`src/rtl/external_interrupt_controller_pkg.sv`:
```
// Shared definitions for the external interrupt controller: register map, FSM encoding, ACTIVE layout.
// Latency: n/a (definitions only).
// Backpressure: n/a.
package external_interrupt_controller_pkg;

  localparam logic [1:0] REG_PENDING  = 2'd0;
  localparam logic [1:0] REG_ENABLE   = 2'd1;
  localparam logic [1:0] REG_PRIORITY = 2'd2;
  localparam logic [1:0] REG_ACTIVE   = 2'd3;

  localparam int ACTIVE_VLD_BIT = 31;

  typedef enum logic [1:0] {
    IDLE    = 2'd0,
    REQ     = 2'd1,
    SERVICE = 2'd2
  } eic_state_e;

  // High-class requests win over low-class ones; ties go to the lowest index.
  function automatic logic [3:0] pick_winner(input logic [15:0] req, input logic [15:0] hi);
    logic [15:0] cand;
    pick_winner = '0;
    cand = (|(req & hi)) ? (req & hi) : req;
    for (int i = 15; i >= 0; i--) begin
      if (cand[i]) pick_winner = 4'(i);
    end
  endfunction

endpackage

```
`src/rtl/external_interrupt_controller_edge.sv`:
```
// Per-source rising-edge detector; EIC_SYNC_EN adds a 2-flop synchronizer in front of it.
// Latency: pulse on the 1st clock edge after the line rises (3rd with EIC_SYNC_EN).
// Backpressure: none; one single-cycle pulse per rising edge of the line.
module InterruptEdgeDetector (
  input  logic clk,
  input  logic rst_n,
  input  logic src_irq,
  output logic edge_pulse
);

  logic line;
  logic hist_q;
  logic hist_d;

`ifdef EIC_SYNC_EN
  logic sync1_q;
  logic sync1_d;
  logic sync2_q;
  logic sync2_d;

  always_comb begin
    sync1_d = src_irq;
    sync2_d = sync1_q;
  end

  always_ff @(posedge clk or negedge rst_n) begin
    if (!rst_n) begin
      sync1_q <= 1'b0;
      sync2_q <= 1'b0;
    end else begin
      sync1_q <= sync1_d;
      sync2_q <= sync2_d;
    end
  end

  assign line = sync2_q;
`else
  assign line = src_irq;
`endif

  // History resets low so a line already high at reset release yields one pulse.
  assign hist_d = line;

  always_ff @(posedge clk or negedge rst_n) begin
    if (!rst_n) hist_q <= 1'b0;
    else        hist_q <= hist_d;
  end

  assign edge_pulse = line & ~hist_q;

endmodule

```
`src/rtl/external_interrupt_controller.sv`:
```
// Edge-triggered interrupt controller with PENDING/ENABLE/PRIORITY/ACTIVE registers, non-nesting (EIC_SYNC_EN: sync inputs).
// Latency: request raised one edge after PENDING&ENABLE is seen; IO_DataR valid the cycle after IO_EnR.
// Backpressure: request held until EIC_IntAck; next request only after an ACTIVE write (end-of-interrupt).
module external_interrupt_controller
  import external_interrupt_controller_pkg::*;
#(
  parameter int          NUM_SRC  = 8,
  parameter logic [29:0] EIC_BASE = 30'h3FFF_FFF0
) (
  input  logic               Sys_Clock,
  input  logic               Sys_Reset,
  input  logic [NUM_SRC-1:0] Src_Irq,
  input  logic               IO_EnR,
  input  logic               IO_EnW,
  input  logic [29:0]        IO_Address,
  input  logic [31:0]        IO_DataW,
  output logic [31:0]        IO_DataR,
  output logic               EIC_IntReq,
  output logic               EIC_IntId,
  input  logic               EIC_IntAck
);

  logic [NUM_SRC-1:0] src_edge;

  for (genvar g = 0; g < NUM_SRC; g++) begin : g_edge
    InterruptEdgeDetector u_edge (
      .clk        (Sys_Clock),
      .rst_n      (Sys_Reset),
      .src_irq    (Src_Irq[g]),
      .edge_pulse (src_edge[g])
    );
  end

  eic_state_e         state_q, state_d;
  logic [NUM_SRC-1:0] pending_q, pending_d;
  logic [NUM_SRC-1:0] enable_q, enable_d;
  logic [NUM_SRC-1:0] prio_q, prio_d;
  logic [3:0]         winner_q, winner_d;
  logic               id_q, id_d;
  logic               act_vld_q, act_vld_d;
  logic [3:0]         act_src_q, act_src_d;
  logic [31:0]        data_r_q, data_r_d;

  logic [29:0]        offset;
  logic               in_range;
  logic               eoi_wr;
  logic [15:0]        req16;
  logic [15:0]        hi16;
  logic [3:0]         cand_win;
  logic               cand_hi;
  logic [NUM_SRC-1:0] win_mask;
  logic [31:0]        rd_val;
  logic               unused_dataw;

  // Modular distance from the base: in range exactly when it is below 4.
  assign offset       = IO_Address - EIC_BASE;
  assign in_range     = (offset[29:2] == '0);
  assign unused_dataw = ^IO_DataW;

  always_comb begin
    req16 = '0;
    hi16  = '0;
    req16[NUM_SRC-1:0] = pending_q & enable_q;
    hi16[NUM_SRC-1:0]  = prio_q;
    cand_win = pick_winner(req16, hi16);
    cand_hi  = hi16[cand_win];
    win_mask = '0;
    for (int i = 0; i < NUM_SRC; i++) win_mask[i] = (winner_q == 4'(i));

    rd_val = '0;
    case (offset[1:0])
      REG_PENDING:  rd_val[NUM_SRC-1:0] = pending_q;
      REG_ENABLE:   rd_val[NUM_SRC-1:0] = enable_q;
      REG_PRIORITY: rd_val[NUM_SRC-1:0] = prio_q;
      REG_ACTIVE: begin
        rd_val[ACTIVE_VLD_BIT] = act_vld_q;
        rd_val[3:0]            = act_src_q;
      end
    endcase
  end

  always_comb begin
    state_d   = state_q;
    pending_d = pending_q;
    enable_d  = enable_q;
    prio_d    = prio_q;
    winner_d  = winner_q;
    id_d      = id_q;
    act_vld_d = act_vld_q;
    act_src_d = act_src_q;
    data_r_d  = (IO_EnR && in_range) ? rd_val : '0;
    eoi_wr    = IO_EnW && in_range && (offset[1:0] == REG_ACTIVE);

    if (IO_EnW && in_range) begin
      case (offset[1:0])
        REG_PENDING:  pending_d = pending_q & ~IO_DataW[NUM_SRC-1:0];
        REG_ENABLE:   enable_d  = IO_DataW[NUM_SRC-1:0];
        REG_PRIORITY: prio_d    = IO_DataW[NUM_SRC-1:0];
        default: ;
      endcase
    end

    case (state_q)
      IDLE: begin
        if (|(pending_q & enable_q)) begin
          state_d  = REQ;
          winner_d = cand_win;
          id_d     = cand_hi;
        end
      end
      REQ: begin
        if (EIC_IntAck) begin
          state_d   = SERVICE;
          pending_d = pending_d & ~win_mask;
          act_vld_d = 1'b1;
          act_src_d = winner_q;
        end
      end
      SERVICE: begin
        if (eoi_wr) begin
          state_d   = IDLE;
          act_vld_d = 1'b0;
        end
      end
      default: state_d = IDLE;
    endcase

    // New edges win over W1C and ack clears in the same cycle.
    pending_d = pending_d | src_edge;
  end

  always_ff @(posedge Sys_Clock or negedge Sys_Reset) begin
    if (!Sys_Reset) begin
      state_q   <= IDLE;
      pending_q <= '0;
      enable_q  <= '0;
      prio_q    <= '0;
      winner_q  <= '0;
      id_q      <= 1'b0;
      act_vld_q <= 1'b0;
      act_src_q <= '0;
      data_r_q  <= '0;
    end else begin
      state_q   <= state_d;
      pending_q <= pending_d;
      enable_q  <= enable_d;
      prio_q    <= prio_d;
      winner_q  <= winner_d;
      id_q      <= id_d;
      act_vld_q <= act_vld_d;
      act_src_q <= act_src_d;
      data_r_q  <= data_r_d;
    end
  end

  assign IO_DataR   = data_r_q;
  assign EIC_IntReq = (state_q == REQ);
  assign EIC_IntId  = (state_q == REQ) && id_q;

endmodule

```
`config.mk`:
```
export PLATFORM = sky130hd
export DESIGN_NAME = external_interrupt_controller
export DESIGN_NICKNAME = d
export VERILOG_FILES = /design/src/rtl/external_interrupt_controller_pkg.sv /design/src/rtl/external_interrupt_controller_edge.sv /design/src/rtl/external_interrupt_controller.sv
export SDC_FILE = /design/constraint.sdc
export NUM_CORES = 1
export LEC_CHECK = 0
export ABC_CLOCK_PERIOD_IN_PS = 3000
export BUFFER_PORTS_ARGS = -buffer_cell sky130_fd_sc_hd__buf_2
export CORE_ASPECT_RATIO = 1.2
export CORE_MARGIN = 2
export CORE_UTILIZATION = 25
export CTS_CLUSTER_SIZE = 28
export DETAILED_ROUTE_END_ITERATION = 16
export SLEW_MARGIN = 20
export SYNTH_ARGS = -nofsm -noshare
export SYNTH_HDL_FRONTEND = slang
export SYNTH_SLANG_ARGS = --single-unit
```
`constraint.sdc`:
```
create_clock -name Sys_Clock -period 3 [get_ports Sys_Clock]
set_input_delay 0.15 -clock Sys_Clock [delete_from_list [all_inputs] [get_ports Sys_Clock]]
set_output_delay 0.15 -clock Sys_Clock [all_outputs]
set_load 0.01 [all_outputs]
```
==> flow_summary.yaml, run 1 <==
detailed_routing:
  wl_met3_um: 543
  wl_met1_mm: 3.27
  drc_errors: 0
  wl_mm: 7.44
  vias: 2545
  wl_per_cell_um: 13.7
  ant_nets: 0
  viasPerCell: 4.68
  firstDrtPassIters: 4
  top_layer_used: "met4"
  wl_met2_mm: 3.53
  first_iter_violations: 218
pwr:
  combPwrFrac_pct: 9.0
  clock_power_share_pct: 42.1
  power_switching_share_pct: 22.3
  ir_drop_uv: 194
  p_int_mw: 1.10
  pwr-share-seq_pct: 49.0
  leakage_nw: 1.88
  power.density_nw_per_um2: 374
  p_sw_mw: 0.316
place:
  dp_hpwl_mm: 5.80
  pre_cts_slack_ps: 74.0
  io_buffers: 61
  place_area_um2: 3540
  routabilityCongestion: 0.899
final_layout:
  diodes: 0
  drive_gt1_share_pct: 32.3
  final_area_um2: 3790
  layout-area-overhead-vs-synth_pct: 26.3
  final_nets: 461
worst_setup_path:
  reg2reg_depth: 8
  cp_max_fo: 4
  cp.buffers_inverters: 0
  endpoint_kind: "register"
  required_ps: 3210
  crit_path_cell_trace: "and2_1, a2111oi_4, a21oi_1, or2_2, a311o_1, a32o_1, or4_1, a32oi_1"
  r2r_slack_ps: 170
  worstSetupPathDepth: 8
  critPathKind: "reg2reg"
  max_stage_delay_ps: 500
  start_kind: "register"
  arrival_ps: 3040
  cpLargestDelayFamily: "compound AO/OA/AOI/OAI gates"
  cp_slowest_cell: "or4_1"
die:
  num_rows: 43
  core_um2: 11600
  chipHeight_um: 124
  die_w_um: 104
  die-area_um2: 12900
  start_util_pct: 25.8
  ios: 109
job:
  cap_violations: 0
synthesis:
  ys_seq_area_share_pct: 42.5
  synth_top_cell_by_area: "dfrtp_1"
  yosys_warnings: 0
  muxShareOfSynthArea_pct: 12.8
  yosysMostFrequentCell: "dfrtp_1"
  yosysUniqueCellTypes: 55
  synth_top_family_by_area: "simple AND/OR/NAND/NOR gates"
  synth-main-ff-cell: "dfrtp_1"
  async_flop_share_pct: 100
  synth-compound-area-share_pct: 17.0
  syn_area_per_cell_um2: 10.2
  synth_edf_count: 0
  ys_seq_elements: 51
  syn_inst: 295
  synth_area_leaders: "dfrtp_1 43%, mux2_2 7.5%, buf_4 5.8%"
  synth-simple-area-share_pct: 18.7
  synth-adder-area-share_pct: 0
  synth_commonest_cells: "51 x dfrtp_1, 23 x buf_4, 20 x mux2_2"
  synth-xor-area-share_pct: 0.876
  synth_top_area_share_pct: 42.5
  synth_area_um2: 3000
timing:
  relSlewSlack_pct: 62.0
  drv_slew: 0
  clock.fmax_mhz: 354
  setup_slack_ps: 172
  period_needed_ps: 2830
  fin_skew_ps: 6.17
  rsz0062_at_grt: "no"
  finalSetupViolations: 0
  worst_pin_slew_ps: 570
  tns_ps: 0
  finalCritPeriodShare_pct: 94.3
  hold_viol: 0
clock_tree:
  cts_setup_buffers: 0
  cts_tree: "built"
  cts.sinks: 51
  cts_root_buf: "clkbuf_16"
  numCtsBuffers: 5
  clockBufferDepth: 2
  clk_latency_ps: 290
  clk_pin_slew_ps: 70
  htree_levels: 2
global_routing:
  grt_pass1_wl_mm: 12.4
  antenna_found_initial: 0
  grt-ovfl-total: 0
  grt_pass1_vias: 2561
  grt_start_max_net_pins: 27
  track_usage_pct: 11.9
worst_hold_path:
  hold_depth: 2
  hold_class: "in2reg"
run_status:
  status: "completed"
-- flip-flops by register name (all words and copies together), names as in the netlist --
register and flops:
prio_q 8, IO_DataR 9, g_edge.u_edge.hist_q 8, pending_q 8, state_q 2, winner_q 3
act_src_q 3, id_q 1, act_vld_q 1, enable_q 8
-- routing by layer --
| layer | GRT usage, % | vias to the layer above |
|---|---|---|
| li1 | - | 1222 |
| met2 | 20.7 | 124 |
| met4 | 4.31 | 0 |
| met3 | 2.15 | 8 |
| met1 | 15.0 | 1191 |
| met5 | 0 | - |
-- power by group through the flow --
stage	Combinational [mW]	Clock, mW	Sequential [mW]
floorplan	0.0717	0	0.707
global placement	0.116	0	0.707
detailed placement	0.119	0	0.707
CTS	0.129	0.608	0.694
global route	0.144	0.642	0.694
finish	0.127	0.596	0.694
-- worst reg2reg max path, delay by kind of cell, from the launching register on --
kind             cells  cell delay (ps)
flip-flops           1              390
AO/OA/AOI/OAI        5             1350
AND/OR/NAND/NOR      3             1020
-- path summary, 6_finish.rpt --
kind,startpoint,to
worst max-delay path,pending_q[4],id_q
max in group asynchronous,Sys_Reset,act_src_q[0]
worst min register to register,g_edge[7].u_edge.hist_q,pending_q[7]
min in group asynchronous,Sys_Reset,g_edge[3].u_edge.hist_q
worst max register to register,pending_q[4],id_q
worst min-delay path,EIC_IntAck,state_q[0]
-- logic make-up (layout without fill, tap and decap cells) --
family,Yosys count,in the layout
AND/OR/NAND/NOR,98,98
XOR/XNOR,3,3
flip-flops,51,51
buffers and inverters,39,109
multiplexers,32,32
other,1,23
AO/OA/AOI/OAI,71,71
-- repair_timing --
| action | in CTS | in global routing |
|---|---|---|
| hold buffers | 9 | 0 |
| endpoints found under the setup margin | 0 | 1 |
| endpoints found under the hold margin | 33 | 0 |
| gates resized for setup | 0 | 3 |
-- stage by stage --
step / hold WS, ps / utilization [%] / total power [mW] / instances
final: 83.0 / 32.6 / 1.42 / 544
after global routing: 95.8 / 32.6 / 1.48 / 544
after CTS: 85.7 / 32.5 / 1.43 / 544
after detailed placement: 185 / 30.4 / 0.826 / 527
after global placement: 176 / 30.4 / 0.823 / 527
after floorplan: -146 / - / 0.779 / 317
-- final cells by class --
type                    instances  area (µm²)
clock buffers                   8         156
fillers                      1216        7830
inverters                      11        41.3
multi-input cells             227        1570
flip-flops and latches         51        1280
well taps                     157         196
repair buffers                 90         546
-- layout by cell type (no fill, tap or decap), types with 4 or more instances in the layout --
cell,netlist,final
buf_4,23,20
a21oi_1,11,11
nor2_1,18,18
mux2i_1,8,8
and3_1,8,8
nand4_1,6,6
nand2_1,16,16
nor4_1,4,4
conb_1,1,23
dlygate4sd3_1,0,9
dfrtp_1,51,51
buf_2,0,61
and2_1,5,4
a21o_1,9,9
inv_1,11,11
o31ai_1,4,4
nor2b_1,6,6
clkbuf_16,0,5
nand3_1,13,13
mux2_2,20,20
o21ai_0,18,18
No activity file was read; power rests on OpenSTA's default activity.
==> run 2: changes to the inputs <==
- GPL_TIMING_DRIVEN: not set -> 0
==> run 2 against run 1 <==
Effect of this change:
- cell count up 2.9%
- sequential share of layout area down 0.97 points
- first-iteration DRC count up 8.7%
- critical path depth unchanged
- largest cell class unchanged
==> flow_summary.yaml, run 2 (synthesis gave the netlist of run 1 again) <==
clock_tree:
  htree_levels: 2
  clk_latency_ps: 290
  cts_root_buf: "clkbuf_16"
  clk_pin_slew_ps: 60
  cts.sinks: 51
  numCtsBuffers: 5
  cts_tree: "built"
  clockBufferDepth: 2
timing:
  rsz0062_at_grt: "no"
  clock.fmax_mhz: 347
  period_needed_ps: 2880
  relSlewSlack_pct: 50.6
  worst_pin_slew_ps: 734
  finalSetupViolations: 0
  drv_slew: 0
  finalCritPeriodShare_pct: 96.0
  hold_viol: 0
  fin_skew_ps: 4.89
worst_hold_path:
  hold_class: "in2reg"
place:
  place_area_um2: 3590
  dp_hpwl_mm: 5.79
  routabilityCongestion: 0.895
  io_buffers: 61
global_routing:
  grt_pass1_vias: 2564
  antenna_found_initial: 0
  grt_pass1_wl_mm: 12.4
  grt_start_max_net_pins: 52
  track_usage_pct: 12.0
  grt-ovfl-total: 0
detailed_routing:
  wl_per_cell_um: 13.8
  first_iter_violations: 237
  firstDrtPassIters: 4
  ant_nets: 0
  wl_mm: 7.72
  drc_errors: 0
  vias: 2613
  viasPerCell: 4.67
final_layout:
  final_cell_mix: "60 x buf_2, 44 x dfrtp_1, 32 x buf_4, 23 x conb_1, 20 x mux2_2"
  layout_commonest_cell: "buf_2"
  final_area_um2: 3930
  drive_gt1_share_pct: 37.0
  layout-area-overhead-vs-synth_pct: 30.9
  diodes: 0
  largest_reg_flops: 9
  final_nets: 477
  final_util_pct: 33.8
die:
  die_w_um: 104
  start_util_pct: 25.8
  chipHeight_um: 124
  core_um2: 11600
  die-area_um2: 12900
  ios: 109
  num_rows: 43
worst_setup_path:
  cp_max_fo: 4
  arrival_ps: 3090
  start_kind: "register"
  required_ps: 3210
  endpoint_kind: "register"
  critPathKind: "reg2reg"
run_status:
  status: "completed"
pwr:
  leakage_nw: 1.94
  power.density_nw_per_um2: 365
  ir_drop_uv: 194
job:
  cap_violations: 0
-- run 2: per-layer routing --
metal / routed length, µm / track usage [%] / vias to the layer above
met4: 194 / 4.81 / 0
met5: 0 / 0 / -
met3: 574 / 3.04 / 15
met2: 3560 / 20.7 / 121
met1: 3390 / 14.4 / 1223
li1: - / - / 1254
-- run 2: worst max-delay path, stage by stage, from the launching register on --
cell and delay (ps):
dfrtp_1 400, and2_4 190, a2111oi_4 440, a21oi_2 120, or2_2 290, a311o_2 440
a32o_1 220, or4_1 500, a32oi_1 200
-- run 2: metrics by stage --
step,total power [mW],setup TNS [ps],hold slack [ps],setup slack [ps],std cells
after floorplan,0.779,0,-146,257,317
after global placement,0.845,-791,274,-102,535
after detailed placement,0.847,-1100,229,-138,535
after CTS,1.45,0,88.8,10.9,552
after global routing,1.49,0,101,13.6,560
final,1.43,0,92.0,119,560
-- run 2: power breakdown --
part / internal [mW] / total (mW) / switching, mW / leakage [nW]
Combinational: 0.0718 / 0.150 / 0.0780 / 1.22
Clock: 0.355 / 0.590 / 0.234 / 0.0772
Sequential: 0.693 / 0.694 / 0.00112 / 0.642
Total: 1.12 / 1.43 / 0.314 / 1.94
-- run 2: cell type report --
type,instances,area (µm²)
fillers,1227,7690
multi-input cells,227,1590
flip-flops and latches,51,1280
repair buffers,78,458
plain buffers,28,199
well taps,157,196
clock buffers,8,156
inverters,11,41.3
-- run 2: worst paths after layout --
check | from | endpoint | slack, ps | cells past startpoint
max in group asynchronous | Sys_Reset | prio_q[0] | 2090 | 2
setup / recovery | pending_q[5] | id_q | 120 | 8
setup reg to reg | pending_q[5] | id_q | 120 | 8
hold / removal | EIC_IntAck | state_q[0] | 90 | 2
hold reg to reg | g_edge[7].u_edge.hist_q | pending_q[7] | 410 | 1
min in group asynchronous | Sys_Reset | g_edge[7].u_edge.hist_q | 440 | 2
-- run 2: timing repair --
item	in CTS	in global routing
hold buffers	9	0
setup endpoints to repair	1	2
hold endpoints to repair	59	0
gates resized for setup	3	13
pin swaps	0	6
buffers inserted	0	8
==> run 3: changes to the inputs <==
- CORE_UTILIZATION: 25 -> 50
- PLACE_DENSITY: not set -> 0.81
==> run 3 against run 2 <==
Effect of this change:
- non-clock buffer count is 2 higher
- hold slack got worse by 14 ps
- largest power group unchanged
- setup slack worse by 24 ps
- critical path depth up 1
- clock skew hardly changed
- first-iteration DRC count down 25%
==> flow_summary.yaml, run 3 (synthesis gave the netlist of run 1 again) <==
pwr:
  power_switching_share_pct: 24.0
  power.density_nw_per_um2: 323
  p_int_mw: 0.928
  combPwrFrac_pct: 12.2
  p_sw_mw: 0.292
  ir_drop_uv: 278
  clock_power_share_pct: 31.0
  leakage_nw: 1.91
  pwr-share-seq_pct: 56.8
worst_setup_path:
  critPathKind: "reg2reg"
  crit-reg2reg-launch: "pending_q[5]"
  max_stage_delay_ps: 500
  startpoint: "pending_q[5]"
  crit_path_cell_trace: "and2_4, a2111oi_4, buf_4, a21oi_2, or2_2, a311o_2, a32o_1, or4_1, a32oi_1"
  cp_slowest_cell: "or4_1"
  required_ps: 3220
  arrival_ps: 3120
  endpoint_kind: "register"
  start_kind: "register"
  cp_max_fo: 4
final_layout:
  nFillCells: 481
  layout_commonest_cell: "buf_2"
  final_nets: 479
  final_cell_mix: "60 x buf_2, 46 x dfrtp_1, 34 x buf_4, 23 x conb_1, 20 x mux2_2"
  drive_gt1_share_pct: 37.3
  largest_reg_flops: 9
  layout-area-overhead-vs-synth_pct: 26.0
  diodes: 0
  final_util_pct: 65.8
  layout.cells.non_filler: 485
global_routing:
  grt_pass1_vias: 2407
  antenna_found_initial: 0
  track_usage_pct: 21.8
  grt_pass1_wl_mm: 10.9
  grt-ovfl-total: 0
  grt_start_max_net_pins: 52
detailed_routing:
  first_iter_violations: 177
  firstDrtPassIters: 4
  ant_nets: 0
  wl_mm: 7.10
  wl_per_cell_um: 14.6
  vias: 2615
  drc_errors: 0
  viasPerCell: 5.39
die:
  core_um2: 5740
  die_w_um: 74.7
  ios: 109
  start_util_pct: 52.2
  chipHeight_um: 88.9
  num_rows: 30
  die-area_um2: 6640
run_status:
  status: "completed"
job:
  cap_violations: 0
timing:
  worst_pin_slew_ps: 776
  clock.fmax_mhz: 344
  hold_viol: 0
  finalSetupViolations: 0
  period_needed_ps: 2910
  fin_skew_ps: 4.63
  finalCritPeriodShare_pct: 96.8
  drv_slew: 0
  relSlewSlack_pct: 47.8
clock_tree:
  clk_pin_slew_ps: 90
  numCtsBuffers: 5
  clk_latency_ps: 300
  clockBufferDepth: 2
  cts_root_buf: "clkbuf_8"
  htree_levels: 2
  cts.sinks: 51
  cts_tree: "built"
worst_hold_path:
  hold_start: "EIC_IntAck"
  hold_class: "in2reg"
place:
  dp_hpwl_mm: 5.32
  routabilityCongestion: 0.941
  io_buffers: 61
  dp_cells: 458
[run 3: repair_timing]
item / in CTS / in global routing
gates cloned: 0 / 0
setup buffers: 0 / 10
hold endpoints to repair: 8 / 51
pin swaps: 1 / 6
endpoints found under the setup margin: 1 / 1
resized for setup: 2 / 16
hold buffers: 8 / 1
[run 3: final cells by class]
class                      instances  area [µm²]  share of cell area (%)
clock inverter                     1        5.00                   0.132
tap                               80         100                    2.65
timing repair buffer              80         473                    12.5
inverter                          11        41.3                    1.09
clock buffer                       7        76.3                    2.02
sequential                        51        1280                    33.9
buffer                            28         199                    5.26
multi-input combinational        227        1600                    42.4
[run 3: path summary, 6_finish.rpt]
kind / end / slack, ps / cells past startpoint
worst max-delay path: id_q / 90 / 9
worst min-delay path: state_q[0] / 80 / 2
worst max register to register: id_q / 90 / 9
worst min register to register: pending_q[5] / 410 / 1
max in group asynchronous: pending_q[0] / 2130 / 2
min in group asynchronous: g_edge[7].u_edge.hist_q / 400 / 2
[run 3: worst max-delay path, delay by kind of cell, from the launching register on]
family | cells | cell delay [ps]
compound gates | 5 | 1280
simple gates | 3 | 970
flops | 1 | 410
buf+inv | 1 | 180
[run 3: power by group through the flow]
stage	logic, mW	registers, mW	clock network (mW)
3_5_place_dp	0.138	0.707	0
2_1_floorplan	0.0717	0.707	0
6_report	0.149	0.693	0.378
4_1_cts	0.147	0.694	0.388
3_3_place_gp	0.135	0.707	0
5_1_grt	0.167	0.694	0.415
[run 3: stage by stage]
stage	hold WS, ps	area [µm²]	setup TNS (ps)	power (mW)	setup slack (ps)
final	78.3	3780	0	1.22	95.0
after global routing	89.7	3780	-3.61	1.28	-3.61
after CTS	68.3	3650	0	1.23	2.93
after detailed placement	275	3490	-796	0.846	-125
after global placement	272	3490	-583	0.842	-103
after floorplan	-146	3080	0	0.779	257
[run 3: layer usage]
metal | global-route usage, % | share of wire (%) | vias to the layer above
met5 | 0 | 0 | -
met4 | 7.31 | 2.6 | 0
met3 | 4.21 | 7.3 | 20
met2 | 38.5 | 48 | 118
met1 | 26.4 | 42 | 1223
li1 | - | - | 1254
